<file path="src/rtl/booth_mult_pkg.sv">
// Shared definitions for the sequential radix-2 Booth multiplier.
// Holds the operand/counter widths, the iteration count and the FSM
// state encoding used by the top and the bus interface.
package booth_mult_pkg;

    localparam int unsigned WIDTH = 32;  // operand width; only 32 supported
    localparam int unsigned CNT_W = 6;   // iteration counter width (0..32)
    localparam int unsigned ITERS = 32;  // Booth iterations per product

    typedef enum logic [1:0] {
        StIdle = 2'd0,
        StRun  = 2'd1,
        StDone = 2'd2
    } state_e;

endpackage

</file>
<file path="src/rtl/booth_multiplier_32_bit_if.sv">
// Controller-side handshake bundle of the Booth multiplier.
//   start   : request, sampled only while the multiplier is idle
//   a, b    : multiplicand / multiplier (signed), captured on accept
//   busy    : high while iterating
//   done    : one-cycle pulse, product valid
//   product : signed 64-bit product, held until the next completion
// master = controller, slave = multiplier.
interface booth_multiplier_32_bit_if;
    import booth_mult_pkg::*;

    logic                   start;
    logic [WIDTH-1:0]       a;
    logic [WIDTH-1:0]       b;
    logic                   busy;
    logic                   done;
    logic [2*WIDTH-1:0]     product;

    modport master (
        output start, a, b,
        input  busy, done, product
    );

    modport slave (
        input  start, a, b,
        output busy, done, product
    );

endinterface

</file>
<file path="src/rtl/adder_32_bit.sv">
// 32-bit ripple-style adder with carry in/out.
//   a_i, b_i : addends
//   c_i      : carry in
//   sum_o    : a_i + b_i + c_i (low 32 bits)
//   c_o      : carry out
module adder_32_bit (
    input  logic [31:0] a_i,
    input  logic [31:0] b_i,
    input  logic        c_i,
    output logic [31:0] sum_o,
    output logic        c_o
);

    always_comb begin
        {c_o, sum_o} = {1'b0, a_i} + {1'b0, b_i} + {32'd0, c_i};
    end

endmodule

</file>
<file path="src/rtl/booth_multiplier_32_bit.sv">
// Sequential radix-2 Booth multiplier: signed 32x32 -> 64-bit product,
// one Booth iteration per clock (32 iterations per operation).
// Ports:
//   clk : system clock, rising edge
//   rst : synchronous, active-high reset
//   bus : slave side of booth_multiplier_32_bit_if (start/a/b in,
//         busy/done/product out)
// Optional build macro MULT_ZERO_BYPASS_EN: a zero operand finishes in a
// single cycle with product 0 instead of running all iterations.
module booth_multiplier_32_bit
    import booth_mult_pkg::*;
(
    input  logic                      clk,
    input  logic                      rst,
    booth_multiplier_32_bit_if.slave  bus
);

    state_e               state_q, state_d;
    logic [WIDTH-1:0]     acc_q, acc_d;     // Booth accumulator A
    logic [WIDTH-1:0]     mplr_q, mplr_d;   // multiplier register Q
    logic                 qm1_q, qm1_d;     // Q[-1]
    logic [WIDTH-1:0]     mcand_q, mcand_d; // multiplicand M
    logic [CNT_W-1:0]     cnt_q, cnt_d;
    logic [2*WIDTH-1:0]   product_q, product_d;

    logic [1:0]           booth_pair;
    logic                 do_add;
    logic                 do_sub;
    logic [WIDTH-1:0]     adder_b;
    logic [WIDTH-1:0]     adder_sum;
    logic                 adder_cout_unused;
    logic                 add_ovf;
    logic                 shift_sign;
    logic [WIDTH-1:0]     acc_pre;
    logic [WIDTH-1:0]     acc_shift;
    logic [WIDTH-1:0]     mplr_shift;
    logic                 last_iter;
    logic                 zero_bypass;

    assign booth_pair = {mplr_q[0], qm1_q};
    assign do_add     = (booth_pair == 2'b01);
    assign do_sub     = (booth_pair == 2'b10);
    assign adder_b    = do_sub ? ~mcand_q : mcand_q;

    adder_32_bit u_adder (
        .a_i   (acc_q),
        .b_i   (adder_b),
        .c_i   (do_sub),
        .sum_o (adder_sum),
        .c_o   (adder_cout_unused)
    );

    // The 32-bit sum can overflow (e.g. 0 - 0x80000000); the bit shifted
    // into A[31] must be the sign of the true 33-bit result.
    assign add_ovf    = (acc_q[WIDTH-1] == adder_b[WIDTH-1]) &&
                        (adder_sum[WIDTH-1] != acc_q[WIDTH-1]);
    assign acc_pre    = (do_add || do_sub) ? adder_sum : acc_q;
    assign shift_sign = (do_add || do_sub) ? (adder_sum[WIDTH-1] ^ add_ovf)
                                           : acc_q[WIDTH-1];
    assign acc_shift  = {shift_sign, acc_pre[WIDTH-1:1]};
    assign mplr_shift = {acc_pre[0], mplr_q[WIDTH-1:1]};
    assign last_iter  = (cnt_q == CNT_W'(ITERS - 1));

`ifdef MULT_ZERO_BYPASS_EN
    assign zero_bypass = (bus.a == '0) || (bus.b == '0);
`else
    assign zero_bypass = 1'b0;
`endif

    always_comb begin
        state_d   = state_q;
        acc_d     = acc_q;
        mplr_d    = mplr_q;
        qm1_d     = qm1_q;
        mcand_d   = mcand_q;
        cnt_d     = cnt_q;
        product_d = product_q;

        unique case (state_q)
            StIdle: begin
                if (bus.start) begin
                    if (zero_bypass) begin
                        state_d   = StDone;
                        product_d = '0;
                    end else begin
                        mcand_d = bus.a;
                        mplr_d  = bus.b;
                        acc_d   = '0;
                        qm1_d   = 1'b0;
                        cnt_d   = '0;
                        state_d = StRun;
                    end
                end
            end
            StRun: begin
                acc_d  = acc_shift;
                mplr_d = mplr_shift;
                qm1_d  = mplr_q[0];
                cnt_d  = cnt_q + 1'b1;
                if (last_iter) begin
                    state_d   = StDone;
                    product_d = {acc_shift, mplr_shift};
                end
            end
            StDone: begin
                state_d = StIdle;
            end
            default: begin
                state_d = StIdle;
            end
        endcase
    end

    always_ff @(posedge clk) begin
        if (rst) begin
            state_q   <= StIdle;
            acc_q     <= '0;
            mplr_q    <= '0;
            qm1_q     <= 1'b0;
            mcand_q   <= '0;
            cnt_q     <= '0;
            product_q <= '0;
        end else begin
            state_q   <= state_d;
            acc_q     <= acc_d;
            mplr_q    <= mplr_d;
            qm1_q     <= qm1_d;
            mcand_q   <= mcand_d;
            cnt_q     <= cnt_d;
            product_q <= product_d;
        end
    end

    assign bus.busy    = (state_q == StRun);
    assign bus.done    = (state_q == StDone);
    assign bus.product = product_q;

endmodule

</file>
<file path="src/flat_wrapper.sv">
// flat-port wrapper written by rule: the top's interface ports become plain ports
module booth_multiplier_32_bit_flat import booth_mult_pkg::*;
  (clk, rst, bus_start, bus_a, bus_b, bus_busy, bus_done, bus_product);
  booth_multiplier_32_bit_if bus_i ();
  input  logic clk;
  input  logic rst;
  input wire logic [$bits(bus_i.start)-1:0] bus_start;
  input wire logic [$bits(bus_i.a)-1:0] bus_a;
  input wire logic [$bits(bus_i.b)-1:0] bus_b;
  output wire logic [$bits(bus_i.busy)-1:0] bus_busy;
  output wire logic [$bits(bus_i.done)-1:0] bus_done;
  output wire logic [$bits(bus_i.product)-1:0] bus_product;
  assign bus_i.start = bus_start;
  assign bus_i.a = bus_a;
  assign bus_i.b = bus_b;
  assign bus_busy = bus_i.busy;
  assign bus_done = bus_i.done;
  assign bus_product = bus_i.product;
  booth_multiplier_32_bit u_core (.clk(clk), .rst(rst), .bus(bus_i));
endmodule
</file>
<file path="config.mk">
export PLATFORM = sky130hd
export DESIGN_NAME = booth_multiplier_32_bit_flat
export DESIGN_NICKNAME = d
export VERILOG_FILES = /design/src/rtl/booth_mult_pkg.sv /design/src/rtl/booth_multiplier_32_bit_if.sv /design/src/rtl/adder_32_bit.sv /design/src/rtl/booth_multiplier_32_bit.sv /design/src/flat_wrapper.sv
export SDC_FILE = /design/constraint.sdc
export NUM_CORES = 1
export LEC_CHECK = 0
export BUFFER_PORTS_ARGS = -buffer_cell sky130_fd_sc_hd__buf_2
export CELL_PAD_IN_SITES_DETAIL_PLACEMENT = 0
export CELL_PAD_IN_SITES_GLOBAL_PLACEMENT = 1
export CORE_MARGIN = 2
export CORE_UTILIZATION = 47
export CTS_CLUSTER_DIAMETER = 60
export DETAILED_ROUTE_END_ITERATION = 6
export PLACE_DENSITY_LB_ADDON = 0.1
export SKIP_CTS_REPAIR_TIMING = 1
export SLEW_MARGIN = 25
export SYNTH_ARGS = -nofsm -noshare
export SYNTH_HDL_FRONTEND = slang
export SYNTH_HIERARCHICAL = 1
export SYNTH_SLANG_ARGS = --single-unit
</file>
<file path="constraint.sdc">
create_clock -name clk -period 7 [get_ports clk]
set_input_delay 1.4 -clock clk [delete_from_list [all_inputs] [get_ports clk]]
set_output_delay 1.4 -clock clk [all_outputs]
set_load 0.01 [all_outputs]
</file>
==> impl_metrics.toml, run 1 <==
[pwr]
ir_worst_vdd_uv = 169.3
p_total_w = 0.002370
p_per_area_nw_per_um2 = 232.2
power.leakage_nw = 4.395

[timing]
finalMaxSlewViolations = 0
min_period_ps = 4254
fin_crit_sh = 0.6077
max_freq_mhz = 235.1
setup_viol = 0
hold_viol = 0
skew_ps = 9.032
slew_headroom = 0.3696
rsz0062_at_grt = "no"
setup_tns_ps = 0
tightest_slew_ps = 945.6

[floorplanning]
die_area_um2 = 20320
die_x_um = 142.6
die_h_um = 142.6
core-area_um2 = 18770
pin_count = 133
rows = 50
start_util = 0.4808

[worst_setup_path]
worstPathArrival_ps = 4550
required_ps = 7290
startpoint = "u_core/qm1_q"
worstSetupPathType = "reg -> reg"
crit_path_max_fanout = 33
endpoint_kind = "flip-flop"
start_kind = "flip-flop"
r2r_end = "u_core/acc_q[23]"
rrSetupSlack_ps = 2750
rr_worst_depth = 15
reg2reg_from = "u_core/qm1_q"
critPathCapture = "u_core/acc_q[23]"

[placement]
port_buffers = 132
place_hpwl_mm = 15.63
place.gp.congestion = 0.8559
place_area_um2 = 9579

[global_route]
grt_pass1_wl_mm = 38.36
antenna_found_initial = 0
track_usage = 0.2358
grt_pass1_vias = 7424
grt_max_degree = 57
grt_remaining_overflow = 0

[hold_path]
holdCritPathClass = "reg -> reg"

[detailed_routing]
drcViolationCount = 0
via_per_inst = 5.696
drt_first_pass_iters = 7
avgRoutedWirePerCell_um = 17.35
vias = 7632
ant_nets = 0
wirelength_mm = 23.25
first_iter_violations = 428

[yosys]
synth_warnings = 6
synthCells = 1011
syn-mean-instance-area_um2 = 8.925
synth_nets = 1113
syn-cell-area_um2 = 9024

[flow_run]
drv_cap = 0

[clock_network]
clock_latency_ps = 430
clockBufferDepth = 2
tritoncts = "built"
ctsRootBufferMaster = "clkbuf_16"
cts.sinks = 169
path_clk_slew_ps = 70
h-tree-depth = 4
numCtsBuffers = 17

[layout]
final_net_count = 1194
postLayoutCellArea_um2 = 10210
area_delta_synth_final_pct = 13.10
layout-drive-gt1-share = 0.2434

[outcome]
outcome = "completed"
==> metal layers <==
metal,up-vias,part of all wire,wire length (um),track usage
met2,159,0.48,11170,0.3917
li1,3790,-,-,-
met3,18,0.044,1019,0.04778
met1,3665,0.47,10840,0.3130
met4,0,0.0097,226,0.06201
met5,-,0,0,0
==> sequential cells by signal (all words and copies together), names as in the netlist <==
name and count:
u_core/bus.product 64, u_core/qm1_q 1, u_core/acc_q 32, u_core/mcand_q 32, u_core/cnt_q 6, u_core/state_q 2
u_core/mplr_q 32
==> stage by stage <==
step,utilization,hold slack (ps),setup WS [ps],cells
global route,0.5437,492.1,2507,1339
finish,0.5438,471.1,2746,1340
global placement,0.5104,454.0,2898,1307
floorplan,-,442.2,3327,1011
detailed placement,0.5104,463.7,2778,1307
CTS,0.5431,472.8,2777,1339
==> power breakdown <==
| part | internal (W) | leakage [nW] | total (W) | switching (W) |
|---|---|---|---|---|
| Clock | 0.000571 | 0.306 | 0.000995 | 0.000424 |
| Sequential | 0.000997 | 1.38 | 0.00103 | 0.0000291 |
| Combinational | 0.000134 | 2.71 | 0.000350 | 0.000215 |
==> worst max-delay path, stage by stage, from the launching register on <==
cell and delay [ps]:
dfxtp_1 330, inv_1 70, ha_4 160, buf_4 300, fa_1 490, fa_1 420
a21o_1 220, a221oi_1 560, o211ai_1 180, a21oi_1 400, o31ai_1 210, o31ai_1 240
a41oi_1 70, mux2i_1 220, a2bb2oi_1 190, nor2_1 50
==> cells in the final DEF (no fill, tap or decap), types with 7 or more instances in the layout <==
master / instances
clkbuf_16: 17
a21o_1: 16
a211oi_1: 8
nand3_1: 38
mux2i_1: 32
inv_1: 9
xnor2_1: 15
nor4_1: 16
nand2_1: 82
nor4_2: 15
dfxtp_1: 169
o2bb2ai_1: 30
nor2_1: 106
nand2b_1: 7
buf_4: 14
buf_2: 131
a21oi_1: 108
a211oi_2: 30
xor2_1: 46
ha_1: 32
a21oi_2: 30
o21ai_0: 42
==> worst min path at each step <==
stage | from | end | slack [ps] | depth (start not counted)
after floorplan | u_core/qm1_q | u_core/qm1_q | 440 | 1
after detailed placement | u_core/mcand_q[31] | u_core/mcand_q[31] | 460 | 2
final | u_core/bus.product[30] | u_core/bus.product[30] | 470 | 2
after global routing | u_core/mcand_q[11] | u_core/mcand_q[11] | 490 | 2
after global placement | u_core/mcand_q[31] | u_core/mcand_q[31] | 450 | 2
after CTS | u_core/mcand_q[31] | u_core/mcand_q[31] | 470 | 2
==> layout make-up <==
class	instances	area (um^2)
fillers	1798	8562
inverters	11	41.29
repair buffers	145	760.7
multi-input cells	748	5111
clock buffers	17	425.4
well taps	234	292.8
flip-flops and latches	169	3383
diodes	1	2.502
clock inverters	15	188.9
(Power assumes the default switching activity.)
==> run 2: changes to the inputs <==
--- a/config.mk
+++ b/config.mk
@@ -9,7 +9,7 @@
 export CELL_PAD_IN_SITES_DETAIL_PLACEMENT = 0
 export CELL_PAD_IN_SITES_GLOBAL_PLACEMENT = 1
 export CORE_MARGIN = 2
-export CORE_UTILIZATION = 47
+export CORE_UTILIZATION = 44
 export CTS_CLUSTER_DIAMETER = 60
 export DETAILED_ROUTE_END_ITERATION = 6
 export PLACE_DENSITY_LB_ADDON = 0.1
==> constraint.sdc (replaced) <==
create_clock -name clk -period 4 [get_ports clk]
set_input_delay 0.8 -clock clk [delete_from_list [all_inputs] [get_ports clk]]
set_output_delay 0.8 -clock clk [all_outputs]
set_load 0.01 [all_outputs]
==> run 2 against run 1 <==
Final cell count grew 2.8%. Fmax rose by 13%. Sequential cell count did not move. First-iteration DRC count up 0.47%. Setup slack lost 2500 ps. Wire length grew 2.3%. Total power increased by 74%. Count of clock-buffer cells in the layout up 1. Critical path depth fell by 1. Non-clock buffer count is 4 higher. Combinational power increased by 78%.
==> impl_metrics.toml, run 2 (same netlist as run 1, synthesis figures left out) <==
[outcome]
outcome = "completed"

[placement]
place_area_um2 = 9684
place_hpwl_mm = 15.95
port_buffers = 132
dpl_worst_slack_ps = 75.90
place.gp.congestion = 0.8241

[detailed_routing]
first_iter_violations = 430
via_per_inst = 5.483
drcViolationCount = 0
wirelength_mm = 23.80
drt_first_pass_iters = 7
ant_nets = 0
vias = 7555
avgRoutedWirePerCell_um = 17.27

[worst_setup_path]
required_ps = 4290
reg2reg_from = "u_core/qm1_q"
path_depth = 14
r2r_end = "u_core/bus.product[61]"
worstPathArrival_ps = 4050
endpoint_kind = "flip-flop"
crit_slowest_cell = "fa_1"
path_delay_family = "compound AO/OA/AOI/OAI gates"
rrSetupSlack_ps = 240
crit_path_cell_trace = "inv_1, ha_2, xor2_1, fa_1, fa_1, a21o_1, a221oi_2, o21a_1, a21oi_1, a21oi_1, o221ai_1, xor2_1, mux2i_1, a211oi_2"
critPathBufInv = 1
crit_path_max_fanout = 5
slowest_delay_ps = 450
worstSetupPathType = "reg -> reg"
rr_worst_depth = 14
start_kind = "flip-flop"

[global_route]
antenna_found_initial = 2
grt_pass1_vias = 7449
track_usage = 0.2211
grt_max_degree = 81
grt_remaining_overflow = 0
grt_pass1_wl_mm = 38.88

[layout]
largest_reg_flops = 64
final_common_cell = "dfxtp_1"
antenna-diode-count = 0
final_util = 0.5118
layout-drive-gt1-share = 0.2500
final_net_count = 1198
final_cell_mix = "dfxtp_1 (169), buf_2 (131), a21oi_1 (107)"
area_delta_synth_final_pct = 14.39
postLayoutCellArea_um2 = 10320
fill_cells = 1965

[clock_network]
clock_latency_ps = 430
ctsRootBufferMaster = "clkbuf_16"
cts.sinks = 169
h-tree-depth = 4
path_clk_slew_ps = 70
clockBufferDepth = 2
numCtsBuffers = 17
tritoncts = "built"

[timing]
postLayoutSetupSlackWorst_ps = 236.4
slew_headroom = 0.4233
hold_viol = 0
fin_crit_sh = 0.9409
tightest_slew_ps = 865.1
fin_worst_hold_slack_ps = 469.5
skew_ps = 10.94
min_period_ps = 3764
finalMaxSlewViolations = 0
max_freq_mhz = 265.7
setup_viol = 0
setup_tns_ps = 0

[floorplanning]
rows = 52
die_area_um2 = 21670
core-area_um2 = 20170
start_util = 0.4474
die_x_um = 147.2
pin_count = 133
die_h_um = 147.2

[flow_run]
drv_cap = 0

[hold_path]
holdCritPathClass = "reg -> reg"
min_delay_worst_endpoint = "u_core/mcand_q[3]"
hp-start = "u_core/mcand_q[3]"
holdPathStages = 2

[pwr]
power.leakage_nw = 4.410
p_per_area_nw_per_um2 = 399.1
ir_worst_vdd_uv = 268.6
-- run 2: changes by cell type in the layout (fill, tap and decap cells not counted), moves of 2 or more --
| cell | delta |
|---|---|
| buf_12 | +3 |
| clkinvlp_4 | +2 |
| clkinv_4 | -2 |
| clkinv_2 | -2 |
-- run 2: metrics by stage --
stage               power (W)  instances
finish               0.004119       1378
global route         0.004303       1378
CTS                  0.004164       1377
detailed placement   0.002449       1346
global placement     0.002452       1346
floorplan            0.002297       1011
-- run 2: layout make-up --
cell class | instances | area [um^2] | share of cell area
Inverter | 11 | 41.29 | 0.004000
Clock buffer | 18 | 439.2 | 0.04255
Clock inverter | 13 | 155.1 | 0.01503
Tap cell | 270 | 337.8 | 0.03273
Sequential cell | 169 | 3383 | 0.3278
Timing Repair Buffer | 149 | 835.8 | 0.08097
Multi-Input combinational cell | 748 | 5130 | 0.4970
-- run 2: tightest hold or removal path, stage by stage, from the launching register on --
cell     delay (ps)
dfxtp_1         320
nand2_1          50
a21oi_1          50
-- run 2: how the worst max path moves through the flow --
stage	startpoint	end	slack [ps]
after detailed placement	u_core/mplr_q[0]	u_core/bus.product[63]	80
after global routing	u_core/mplr_q[0]	u_core/bus.product[63]	-5
after floorplan	u_core/qm1_q	u_core/acc_q[23]	330
after global placement	u_core/mplr_q[0]	u_core/bus.product[63]	190
final	u_core/qm1_q	u_core/bus.product[61]	240
after CTS	u_core/mplr_q[0]	u_core/bus.product[63]	30
-- run 2: routing by layer --
layer  track usage  up-vias  part of all wire  wire length, um
li1              -     3808                 -                -
met1        0.3053     3594              0.49            11680
met2        0.3607      134              0.46            10950
met3       0.04130       17             0.040              941
met4       0.04952        2            0.0087              208
met5             0        -           0.00055               13
-- run 2: where the power goes --
| part | switching, W | total [W] | internal, W |
|---|---|---|---|
| Combinational | 0.000382 | 0.000622 | 0.000240 |
| Clock | 0.000750 | 0.00170 | 0.000952 |
| Sequential | 0.0000515 | 0.00180 | 0.00174 |
==> run 3: changes to the inputs <==
--- a/config.mk
+++ b/config.mk
@@ -13,6 +13,7 @@
 export CTS_CLUSTER_DIAMETER = 60
 export DETAILED_ROUTE_END_ITERATION = 6
 export PLACE_DENSITY_LB_ADDON = 0.1
+export RECOVER_POWER = 50
 export SKIP_CTS_REPAIR_TIMING = 1
 export SLEW_MARGIN = 25
 export SYNTH_ARGS = -nofsm -noshare
==> run 3 against run 2 <==
The flow now finishes with violations (max-capacitance violations, max-slew violations). Highest routed layer unchanged. Clock power hardly changed. Total power barely moved. Critical endpoint is now u_core/acc_q[29]. Count of clock-buffer cells in the layout did not move.
==> impl_metrics.toml, run 3 (same netlist as run 1, synthesis figures left out) <==
[clock_network]
clockBufferDepth = 2
clock_latency_ps = 430
cts.sinks = 169
ctsRootBufferMaster = "clkbuf_16"
tritoncts = "built"
numCtsBuffers = 17
path_clk_slew_ps = 70
h-tree-depth = 4

[timing]
slew_headroom = -0.1299
fin_worst_hold_slack_ps = 468.2
hold_viol = 0
min_period_ps = 3807
fin_crit_sh = 0.9518
max_freq_mhz = 262.7
finalMaxSlewViolations = 60
skew_ps = 9.587
setup_viol = 0
tightest_slew_ps = 1695

[floorplanning]
die_h_um = 147.2
pin_count = 133
rows = 52
start_util = 0.4474
die_x_um = 147.2
die_area_um2 = 21670
core-area_um2 = 20170

[detailed_routing]
drt_first_pass_iters = 6
ant_nets = 0
via_per_inst = 5.478
drcViolationCount = 0
wirelength_mm = 23.84
first_iter_violations = 467
avgRoutedWirePerCell_um = 17.30
vias = 7549

[worst_setup_path]
endpoint_kind = "flip-flop"
crit_path_cell_trace = "inv_1, ha_2, xor2_1, fa_1, fa_1, a21o_1, a221oi_2, o21a_1, a21oi_1, a21oi_1, o221ai_1, xor2_1, mux2i_1, o2bb2ai_1"
path_delay_family = "compound AO/OA/AOI/OAI gates"
start_kind = "flip-flop"
worstPathArrival_ps = 4060
slowest_delay_ps = 450
critPathBufInv = 1
crit_slowest_cell = "fa_1"
path_depth = 14
worstSetupPathType = "reg -> reg"
required_ps = 4250
rr_worst_depth = 14
crit_path_max_fanout = 5

[pwr]
p_per_area_nw_per_um2 = 403.1
power.leakage_nw = 4.119
ir_worst_vdd_uv = 269.3

[hold_path]
holdCritPathClass = "reg -> reg"
holdPathStages = 2

[layout]
final_common_cell = "dfxtp_1"
final_net_count = 1198
layout-drive-gt1-share = 0.1886
regArea_um2 = 3383
antenna-diode-count = 0
final_cell_mix = "dfxtp_1 (169), a21oi_1 (107), nor2_1 (106)"
largest_reg_flops = 64
area_delta_synth_final_pct = 13.35
multiInputGateArea_um2 = 5124
fill_cells = 1990
final_util = 0.5071

[global_route]
track_usage = 0.2211
grt_max_degree = 81
grt_pass1_wl_mm = 38.88
grt_pass1_vias = 7449
grt_remaining_overflow = 0
antenna_found_initial = 2

[placement]
place.gp.congestion = 0.8241
port_buffers = 132
place_hpwl_mm = 15.95

[outcome]
outcome = "finished, violations left"
violations = "max-capacitance violations, max-slew violations"

[flow_run]
drv_cap = 3
-- run 3: path summary, 6_finish.rpt --
path / endpoint / slack [ps] / startpoint
setup / recovery: u_core/acc_q[29] / 190 / u_core/qm1_q
hold / removal: u_core/mcand_q[3] / 470 / u_core/mcand_q[3]
setup reg to reg: u_core/acc_q[29] / 190 / u_core/qm1_q
hold reg to reg: u_core/mcand_q[3] / 470 / u_core/mcand_q[3]
-- run 3: cell type report --
type,instances,area share
timing repair buffer,149,0.07315
sequential,169,0.3308
tap,270,0.03303
clock buffer,18,0.04294
clock inverter,13,0.01517
inverter,11,0.004037
multi-input combinational,748,0.5009
-- run 3: power by group --
group	switching [W]	total (W)	internal, W
clock	0.000754	0.00171	0.000952
combinational	0.000382	0.000621	0.000239
sequential	0.0000514	0.00180	0.00174
-- run 3: metal layers --
layer / routed length [um] / track usage / vias up
met5: 13 / 0 / -
met4: 203 / 0.04952 / 2
met1: 11790 / 0.3053 / 3593
met2: 10930 / 0.3607 / 129
li1: - / - / 3808
met3: 895 / 0.04130 / 17
-- run 3: worst reg2reg max path, delay by kind of cell (launching register included) --
kind / cells / cell delay (ps)
buffers and inverters: 1 / 50
AO/OA/AOI/OAI: 7 / 1610
adder cells (fa/ha/maj): 3 / 1080
multiplexers: 1 / 220
XOR/XNOR: 2 / 330
flip-flops: 1 / 340
-- run 3: metrics by stage --
stage / cells / worst slack, ps / cell area [um^2] / TNS (ps) / power [W]
detailed placement: 1346 / 75.90 / 9684 / 0 / 0.002449
floorplan: 1011 / 327.1 / 9024 / 0 / 0.002297
global route: 1378 / -5.665 / 10230 / -5.665 / 0.004302
global placement: 1346 / 189.4 / 9684 / 0 / 0.002452
CTS: 1377 / 32.66 / 10280 / 0 / 0.004164
finish: 1378 / 192.8 / 10230 / 0 / 0.004123
